**config.mk**
```make
export PLATFORM = sky130hd
export DESIGN_NAME = mult8_shift_add_flat
export DESIGN_NICKNAME = d
export VERILOG_FILES = /design/src/rtl/mult8_pkg.sv /design/src/rtl/mult8_shift_add_if.sv /design/src/rtl/add_sub9.sv /design/src/rtl/mult8_shift_add.sv /design/src/flat_wrapper.sv
export SDC_FILE = /design/constraint.sdc
export NUM_CORES = 1
export LEC_CHECK = 0
export CAP_MARGIN = 10
export CORE_MARGIN = 8
export CORE_UTILIZATION = 55
export DETAILED_ROUTE_END_ITERATION = 8
export DONT_BUFFER_PORTS = 1
export GPL_TIMING_DRIVEN = 0
export PLACE_DENSITY = 0.7
export SLEW_MARGIN = 40
export SYNTH_ARGS = -nofsm -noshare
export SYNTH_HDL_FRONTEND = slang
export SYNTH_SLANG_ARGS = --single-unit
```
**constraint.sdc**
```tcl
create_clock -name Clk -period 3.51 [get_ports Clk]
set_clock_uncertainty 0.1 [all_clocks]
set_input_delay 0.8775 -clock Clk [delete_from_list [all_inputs] [get_ports Clk]]
set_output_delay 0.8775 -clock Clk [all_outputs]
set_load 0.005 [all_outputs]
```
**src/rtl/mult8_pkg.sv**
```systemverilog
// Shared types and constants for the 8x8 shift-add multiplier.
// Also provides the 4-bit carry-lookahead slice used by the adder datapath.
package mult8_pkg;

  localparam int unsigned WIDTH = 8;
  localparam logic [2:0] ITER_LAST = 3'd7;

  typedef enum logic [2:0] {IDLE, CLR, ADD, SHIFT, DONE} state_t;

  // Returns {carry_out, sum[3:0]}; carries are computed from g/p directly, not rippled.
  function automatic logic [4:0] cla4(input logic [3:0] a, input logic [3:0] b,
                                      input logic cin);
    logic [3:0] g;
    logic [3:0] p;
    logic [4:0] c;
    g    = a & b;
    p    = a ^ b;
    c[0] = cin;
    c[1] = g[0] | (p[0] & cin);
    c[2] = g[1] | (p[1] & g[0]) | (p[1] & p[0] & cin);
    c[3] = g[2] | (p[2] & g[1]) | (p[2] & p[1] & g[0]) | (p[2] & p[1] & p[0] & cin);
    c[4] = g[3] | (p[3] & g[2]) | (p[3] & p[2] & g[1]) | (p[3] & p[2] & p[1] & g[0])
         | (p[3] & p[2] & p[1] & p[0] & cin);
    return {c[4], p ^ c[3:0]};
  endfunction

endpackage

```
**src/rtl/mult8_shift_add_if.sv**
```systemverilog
// Switch/button and register-readback bundle for mult8_shift_add.
interface mult8_shift_add_if;
  import mult8_pkg::*;

  logic             Run;
  logic             ClearA_LoadB;
  logic [WIDTH-1:0] S;
  logic [WIDTH-1:0] Aval;
  logic [WIDTH-1:0] Bval;
  logic             Xval;
  logic             Busy;

  modport master (output Run, ClearA_LoadB, S, input Aval, Bval, Xval, Busy);
  modport slave  (input Run, ClearA_LoadB, S, output Aval, Bval, Xval, Busy);
endinterface

```
**src/rtl/add_sub9.sv**
```systemverilog
// 9-bit combinational add/subtract: two 4-bit lookahead slices plus a top bit.
module add_sub9
  import mult8_pkg::*;
(
  input  logic [8:0] a,
  input  logic [8:0] b,
  input  logic       sub,
  output logic [8:0] sum
);

  logic [8:0] bx;
  logic [4:0] lo;
  logic [4:0] hi;

  // Subtract as a + ~b + 1, with the +1 entering as the low slice carry-in.
  assign bx  = b ^ {9{sub}};
  assign lo  = cla4(a[3:0], bx[3:0], sub);
  assign hi  = cla4(a[7:4], bx[7:4], lo[4]);
  assign sum = {a[8] ^ bx[8] ^ hi[4], hi[3:0], lo[3:0]};

endmodule

```
**src/rtl/mult8_shift_add.sv**
```systemverilog
// Sequential 8x8 shift-add multiplier; product in {A,B}, sign-extension bit in X.
// Define MULT_SIGNED_EN for two's-complement operation; default build is unsigned.
module mult8_shift_add
  import mult8_pkg::*;
(
  input  logic               Clk,
  input  logic               Reset,
  mult8_shift_add_if.slave   bus
);

  state_t           state_q;
  logic [WIDTH-1:0] a_q;
  logic [WIDTH-1:0] b_q;
  logic [WIDTH-1:0] m_q;
  logic             x_q;
  logic [2:0]       cnt_q;
  logic             busy_q;

  logic [8:0]       add_a;
  logic [8:0]       add_b;
  logic             add_sub;
  logic [8:0]       sum_d;
  logic             shift_x_d;

`ifdef MULT_SIGNED_EN
  assign add_a     = {a_q[WIDTH-1], a_q};
  assign add_b     = {m_q[WIDTH-1], m_q};
  assign add_sub   = (cnt_q == ITER_LAST);
  assign shift_x_d = x_q;
`else
  assign add_a     = {1'b0, a_q};
  assign add_b     = {1'b0, m_q};
  assign add_sub   = 1'b0;
  assign shift_x_d = 1'b0;
`endif

  add_sub9 u_add_sub9 (
    .a   (add_a),
    .b   (add_b),
    .sub (add_sub),
    .sum (sum_d)
  );

  always_ff @(posedge Clk) begin
    if (Reset) begin
      state_q <= IDLE;
      a_q     <= '0;
      b_q     <= '0;
      m_q     <= '0;
      x_q     <= 1'b0;
      cnt_q   <= '0;
      busy_q  <= 1'b0;
    end else begin
      case (state_q)
        IDLE: begin
          if (bus.Run) begin
            state_q <= CLR;
            busy_q  <= 1'b1;
          end else if (bus.ClearA_LoadB) begin
            b_q <= bus.S;
            a_q <= '0;
            x_q <= 1'b0;
          end
        end
        CLR: begin
          m_q     <= bus.S;
          a_q     <= '0;
          x_q     <= 1'b0;
          cnt_q   <= '0;
          state_q <= ADD;
        end
        ADD: begin
          if (b_q[0]) {x_q, a_q} <= sum_d;
          state_q <= SHIFT;
        end
        SHIFT: begin
          x_q   <= shift_x_d;
          a_q   <= {x_q, a_q[WIDTH-1:1]};
          b_q   <= {a_q[0], b_q[WIDTH-1:1]};
          cnt_q <= cnt_q + 3'd1;
          if (cnt_q == ITER_LAST) begin
            state_q <= DONE;
            busy_q  <= 1'b0;
          end else begin
            state_q <= ADD;
          end
        end
        DONE: begin
          // Run must drop before another multiplication can start.
          if (!bus.Run) state_q <= IDLE;
        end
        default: begin
          state_q <= IDLE;
          busy_q  <= 1'b0;
        end
      endcase
    end
  end

  assign bus.Aval = a_q;
  assign bus.Bval = b_q;
  assign bus.Xval = x_q;
  assign bus.Busy = busy_q;

endmodule

```
**src/flat_wrapper.sv**
```systemverilog
// flat-port wrapper written by rule: the top's interface ports become plain ports
module mult8_shift_add_flat import mult8_pkg::*;
  (Clk, Reset, bus_Run, bus_ClearA_LoadB, bus_S, bus_Aval, bus_Bval, bus_Xval, bus_Busy);
  mult8_shift_add_if bus_i ();
  input  logic Clk;
  input  logic Reset;
  input wire logic [$bits(bus_i.Run)-1:0] bus_Run;
  input wire logic [$bits(bus_i.ClearA_LoadB)-1:0] bus_ClearA_LoadB;
  input wire logic [$bits(bus_i.S)-1:0] bus_S;
  output wire logic [$bits(bus_i.Aval)-1:0] bus_Aval;
  output wire logic [$bits(bus_i.Bval)-1:0] bus_Bval;
  output wire logic [$bits(bus_i.Xval)-1:0] bus_Xval;
  output wire logic [$bits(bus_i.Busy)-1:0] bus_Busy;
  assign bus_i.Run = bus_Run;
  assign bus_i.ClearA_LoadB = bus_ClearA_LoadB;
  assign bus_i.S = bus_S;
  assign bus_Aval = bus_i.Aval;
  assign bus_Bval = bus_i.Bval;
  assign bus_Xval = bus_i.Xval;
  assign bus_Busy = bus_i.Busy;
  mult8_shift_add u_core (.Clk(Clk), .Reset(Reset), .bus(bus_i));
endmodule
```
==> qor.yml, run 1 <==
sta:
  period_share: 0.704
  max_freq_ghz: 0.405
  finalSetupViolations: 0
  slew_headroom: 0.488
  tightest_slew_ns: 0.757
  setup_tns_ns: 0
  drv_slew: 0
  hold_violations: 0
  fin_crit_ns: 2.47
  rsz0062_at_grt: "no"
pwr:
  power_switching_uw: 213
  power_frac_comb: 0.133
  p_clk_frac: 0.358
  power.internal_uw: 569
  p_sw_frac: 0.273
  p_leak_nw: 0.697
  pwr-share-seq: 0.509
  powerDensity_nw_per_um2: 422
  vdd_drop_max_v: 0.000254
  p_total_uw: 783
critical_path:
  critical_path_class: "reg -> reg"
  required_ns: 3.67
  arrival_ns: 2.63
  cp-start-kind: "flop"
  cp_max_fo: 4
  endpoint_kind: "flop"
grt:
  grt-ovfl-total: 0
  grt_pass1_wl_mm: 7.25
  grt_pass1_vias: 1523
  grt_util_all_layers: 0.176
  grt_max_degree: 11
  antenna_found_initial: 0
cts:
  hold_buffers: 0
  post_cts_buffers: 0
  clockBufferDepth: 2
  cts_resized: 0
  cts.sinks: 32
  cts_tree: "built"
  cts_made_buffers: 5
  clkTransAtPathRegs_ns: 0.10
  htree_num_levels: 2
  insertion_delay_ns: 0.34
  cts_root_buffer: "clkbuf_4"
logic_synthesis:
  ys_types: 44
  synth_area_um2: 1720
  syn_avg_cell_area_um2: 8.49
  async_flop_share: 0
  dominantRegCellSynth: "dfxtp_1"
  synth-edff-count: 0
  synth_nets: 227
  ys_seq_area_frac: 0.372
  ys_ff_latch: 32
  yosysWarnings: 0
  postSynthCellCount: 203
floorplan:
  coreArea_um2: 3030
  die_y_um: 72.0
  row_count: 20
  ios: 30
  die_area_um2: 5180
  die-width_um: 72.0
  start_util: 0.569
finish:
  nets: 234
  area_growth_pct: 7.62
  final_common_cell: "dfxtp_1"
  final_cell_mix: "dfxtp_1, nand2_1, nor2_1"
  num_antenna_cells: 0
  drive_gt1_frac: 0.0664
routing:
  wl_mm: 4.30
  first_pass_iters: 4
  viasPerCell: 6.07
  drt_iter0_drc: 104
  route.detailed.drc: 0
  avgRoutedWirePerCell_um: 16.9
  antenna_left: 0
  vias: 1548
place:
  dpl.hpwl_mm: 3.24
  port_buffers: 0
  place.gp.congestion: 0.854
min_path:
  hold_class: "reg -> reg"
flow_run:
  maxCapViolations: 0
run_status:
  status: "finished clean"
## per-stage QoR
step | cells | setup slack, ns | instance area, um^2 | utilization | hold WS, ns
after global routing | 255 | 0.911 | 1860 | 0.613 | 0.407
after detailed placement | 247 | 1.02 | 1780 | 0.588 | 0.356
after floorplan | 203 | 1.25 | 1720 | - | 0.336
final | 255 | 1.04 | 1860 | 0.613 | 0.379
after global placement | 247 | 1.02 | 1780 | 0.588 | 0.343
after CTS | 255 | 1.04 | 1860 | 0.613 | 0.371
## worst max-delay path, cell delays in order, from the launching register on
cell      delay, ns
dfxtp_1        0.43
ha_1           0.32
a41o_1         0.28
o21bai_1       0.20
fa_1           0.42
xor2_1         0.13
mux2i_1        0.07
or3_1          0.32
a21oi_1        0.13
## logic make-up (layout without fill, tap and decap cells)
group | after synthesis | count (layout) | share of synthesized area
adders and majority gates | 12 | 12 | 0.0958
DFF | 32 | 32 | 0.372
buffers and inverters | 17 | 25 | 0.0457
and+or+nand+nor | 76 | 76 | 0.208
xor gates and xnor gates | 2 | 2 | 0.0102
muxes | 6 | 6 | 0.0348
AOI/OAI and AO/OA | 58 | 58 | 0.234
## worst paths after layout
check,depth (start not counted),slack [ns],start,end
setup / recovery,8,1.04,u_core.bus.Aval[2],u_core.bus.Aval[5]
setup reg to reg,8,1.04,u_core.bus.Aval[2],u_core.bus.Aval[5]
hold reg to reg,2,0.38,u_core.cnt_q[2],u_core.cnt_q[2]
hold / removal,2,0.38,u_core.cnt_q[2],u_core.cnt_q[2]
## power by group through the flow
| stage | combinational, mW | clock [mW] | sequential [mW] |
|---|---|---|---|
| 2_1_floorplan | 0.0824 | 0 | 0.401 |
| 4_1_cts | 0.104 | 0.288 | 0.399 |
| 3_3_place_gp | 0.0990 | 0 | 0.407 |
| 6_report | 0.104 | 0.280 | 0.398 |
| 5_1_grt | 0.118 | 0.303 | 0.401 |
| 3_5_place_dp | 0.103 | 0 | 0.408 |
## synth_stat cells, types with 2 or more instances
cell type / number / share of area
fa_1: 2 / 0.023
nand3_1: 3 / 0.0087
a22oi_1: 3 / 0.013
nor3_1: 2 / 0.0058
nand3b_1: 2 / 0.0087
a311oi_1: 7 / 0.036
o21ai_0: 12 / 0.035
ha_1: 10 / 0.073
inv_1: 4 / 0.0087
mux2i_1: 6 / 0.035
a21oi_1: 18 / 0.052
nor2_1: 21 / 0.046
o31a_1: 2 / 0.010
a32oi_1: 2 / 0.010
or3_1: 3 / 0.011
buf_6: 2 / 0.013
a21o_1: 2 / 0.0087
nor2b_1: 3 / 0.011
a311oi_2: 2 / 0.017
nand2_1: 31 / 0.067
dfxtp_1: 32 / 0.37
clkbuf_1: 10 / 0.022
nor4_1: 3 / 0.011
## layer usage
metal | part of all wire | GRT usage | vias up | wire length [um]
li1 | - | - | 750 | -
met1 | 0.43 | 0.213 | 764 | 1870
met2 | 0.49 | 0.278 | 28 | 2110
met3 | 0.061 | 0.0592 | 6 | 261
met4 | 0.013 | 0.0748 | 0 | 58
met5 | 0 | 0 | - | 0
## sequential cells by signal (all words and copies together) (netlist names)
register	count
u_core.bus.Aval	8
u_core.bus.Busy	1
u_core.bus.Bval	8
u_core.bus.Xval	1
u_core.cnt_q	3
u_core.m_q	8
u_core.state_q	3
## cell type report
cell class,count,area [um^2]
buffer,13,63.8
clock buffer,6,41.3
clock inverter,2,35.0
fill,264,1170
inverter,4,15.0
multi-input combinational,154,1000
sequential,32,641
tap,44,55.1
No activity file was read; power rests on OpenSTA's default activity.
==> run 2, diff against run 1 <==
- clock period: 3.51 -> 2.55 ns (I/O delays scaled with it)
==> run 2 against run 1 <==
  * Routed wire length increased by 0.74%
  * Critical path type unchanged
  * Via count increased by 0.52%
  * Final cell count unchanged
  * Die area unchanged
  * Sequential power increased by 38%
  * Highest routed layer unchanged
  * Core utilization increased by 0.50 points
  * Critical endpoint unchanged
  * Critical path depth unchanged
  * Largest cell class unchanged
==> qor.yml, run 2 (synthesis results as in run 1) <==
routing:
  avgRoutedWirePerCell_um: 17.0
  vias: 1556
  route.detailed.drc: 0
  wl_mm: 4.33
  antenna_left: 0
  drt_iter0_drc: 115
  viasPerCell: 6.10
  first_pass_iters: 4
cts:
  cts_made_buffers: 5
  clockBufferDepth: 2
  cts_root_buffer: "clkbuf_4"
  insertion_delay_ns: 0.34
  cts.sinks: 32
  post_cts_buffers: 0
  htree_num_levels: 2
  clkTransAtPathRegs_ns: 0.10
  cts_tree: "built"
critical_path:
  required_ns: 2.71
  cp-start-kind: "flop"
  cp_slowest_cell: "dfxtp_1"
  r2r_start: "u_core.bus.Aval[3]"
  crit_start: "u_core.bus.Aval[3]"
  arrival_ns: 2.55
  endpoint_kind: "flop"
  worstPathCellList: "ha_1 > a41o_1 > o21bai_1 > fa_1 > xor2_1 > mux2i_1 > or3_1 > a21oi_1"
  cp_max_fo: 4
  critPathMaxStageDelay_ns: 0.44
  critical_path_class: "reg -> reg"
sta:
  setup_tns_ns: 0
  max_freq_ghz: 0.419
  fin_crit_ns: 2.39
  finalSetupViolations: 0
  tightest_slew_ns: 0.736
  rsz0062_at_grt: "no"
  slew_headroom: 0.502
  hold_violations: 0
  whs_ns: 0.319
  setup_ws_ns: 0.161
  drv_slew: 0
  period_share: 0.937
grt:
  antenna_found_initial: 0
  grt-ovfl-total: 0
  grt_util_all_layers: 0.176
  grt_pass1_wl_mm: 7.25
  grt_max_degree: 11
  grt_pass1_vias: 1523
pwr:
  power_frac_comb: 0.134
  pwr-share-seq: 0.508
  p_clk_frac: 0.358
  vdd_drop_max_v: 0.000350
  p_leak_nw: 0.695
  powerDensity_nw_per_um2: 577
  power.internal_uw: 785
  power_switching_uw: 294
  p_sw_frac: 0.273
finish:
  final_common_cell: "nand2_1"
  fill_cells: 261
  final_cell_mix: "nand2_1, dfxtp_1, nor2_1"
  multiInputGateArea_um2: 1020
  nets: 234
  drive_gt1_frac: 0.0806
  num_antenna_cells: 0
  area_growth_pct: 8.49
  fin_util: 0.618
  register_area_um2: 643
floorplan:
  die_area_um2: 5180
  start_util: 0.569
  die-width_um: 72.0
  ios: 30
  row_count: 20
  coreArea_um2: 3030
  die_y_um: 72.0
min_path:
  min-delay-start: "bus_S[6]"
  hold_class: "in -> reg"
run_status:
  status: "finished clean"
flow_run:
  maxCapViolations: 0
place:
  dp_slack_ns: 0.124
  dpl.hpwl_mm: 3.24
  port_buffers: 0
  place.gp.congestion: 0.854
## run 2: cell counts in the layout (fill, tap and decap cells not counted)
No cell type changed its count.
## run 2: routing by layer
layer	GRT usage	vias up	wire, um
met3	0.0592	6	271
li1	-	752	-
met2	0.278	30	2110
met1	0.213	768	1890
met5	0	-	0
met4	0.0748	0	58
## run 2: what timing repair did
| action | 4_1_cts | 5_1_grt |
|---|---|---|
| gates resized for setup | 0 | 3 |
| endpoints found under the setup margin | 0 | 1 |
| hold buffers | 0 | 0 |
| endpoints found under the hold margin | 0 | 0 |
## run 2: stage by stage
| step | area (um^2) | power, mW | cells |
|---|---|---|---|
| 3_5_place_dp | 1780 | 0.703 | 247 |
| 4_1_cts | 1860 | 1.09 | 255 |
| 6_report | 1870 | 1.08 | 255 |
| 2_1_floorplan | 1720 | 0.665 | 203 |
| 5_1_grt | 1870 | 1.13 | 255 |
| 3_3_place_gp | 1780 | 0.696 | 247 |
## run 2: power groups by stage
stage / sequential (mW) / clock [mW] / combinational, mW
final: 0.549 / 0.386 / 0.144
after global routing: 0.552 / 0.418 / 0.163
after CTS: 0.549 / 0.396 / 0.143
after detailed placement: 0.561 / 0 / 0.142
after global placement: 0.560 / 0 / 0.136
after floorplan: 0.552 / 0 / 0.113
## run 2: critical path: cells and delay by family, from the launching register on
family                     cells  cell delay (ns)
muxes                          1             0.07
AOI/OAI and AO/OA              3             0.54
adders and majority gates      2             0.72
xor gates and xnor gates       1             0.13
and+or+nand+nor                1             0.32
DFF                            1             0.44
## run 2: final timing paths
| kind | end | slack, ns | cells after the start |
|---|---|---|---|
| setup reg to reg | u_core.bus.Aval[5] | 0.16 | 8 |
| hold reg to reg | u_core.cnt_q[2] | 0.38 | 2 |
| setup / recovery | u_core.bus.Aval[5] | 0.16 | 8 |
| hold / removal | u_core.m_q[6] | 0.32 | 2 |
## run 2: layout make-up
| type | count | share of cell area |
|---|---|---|
| plain buffers | 13 | 0.0341 |
| multi-input cells | 154 | 0.544 |
| clock inverters | 2 | 0.0187 |
| well taps | 44 | 0.0294 |
| inverters | 4 | 0.00803 |
| clock buffers | 6 | 0.0221 |
| flip-flops and latches | 32 | 0.344 |
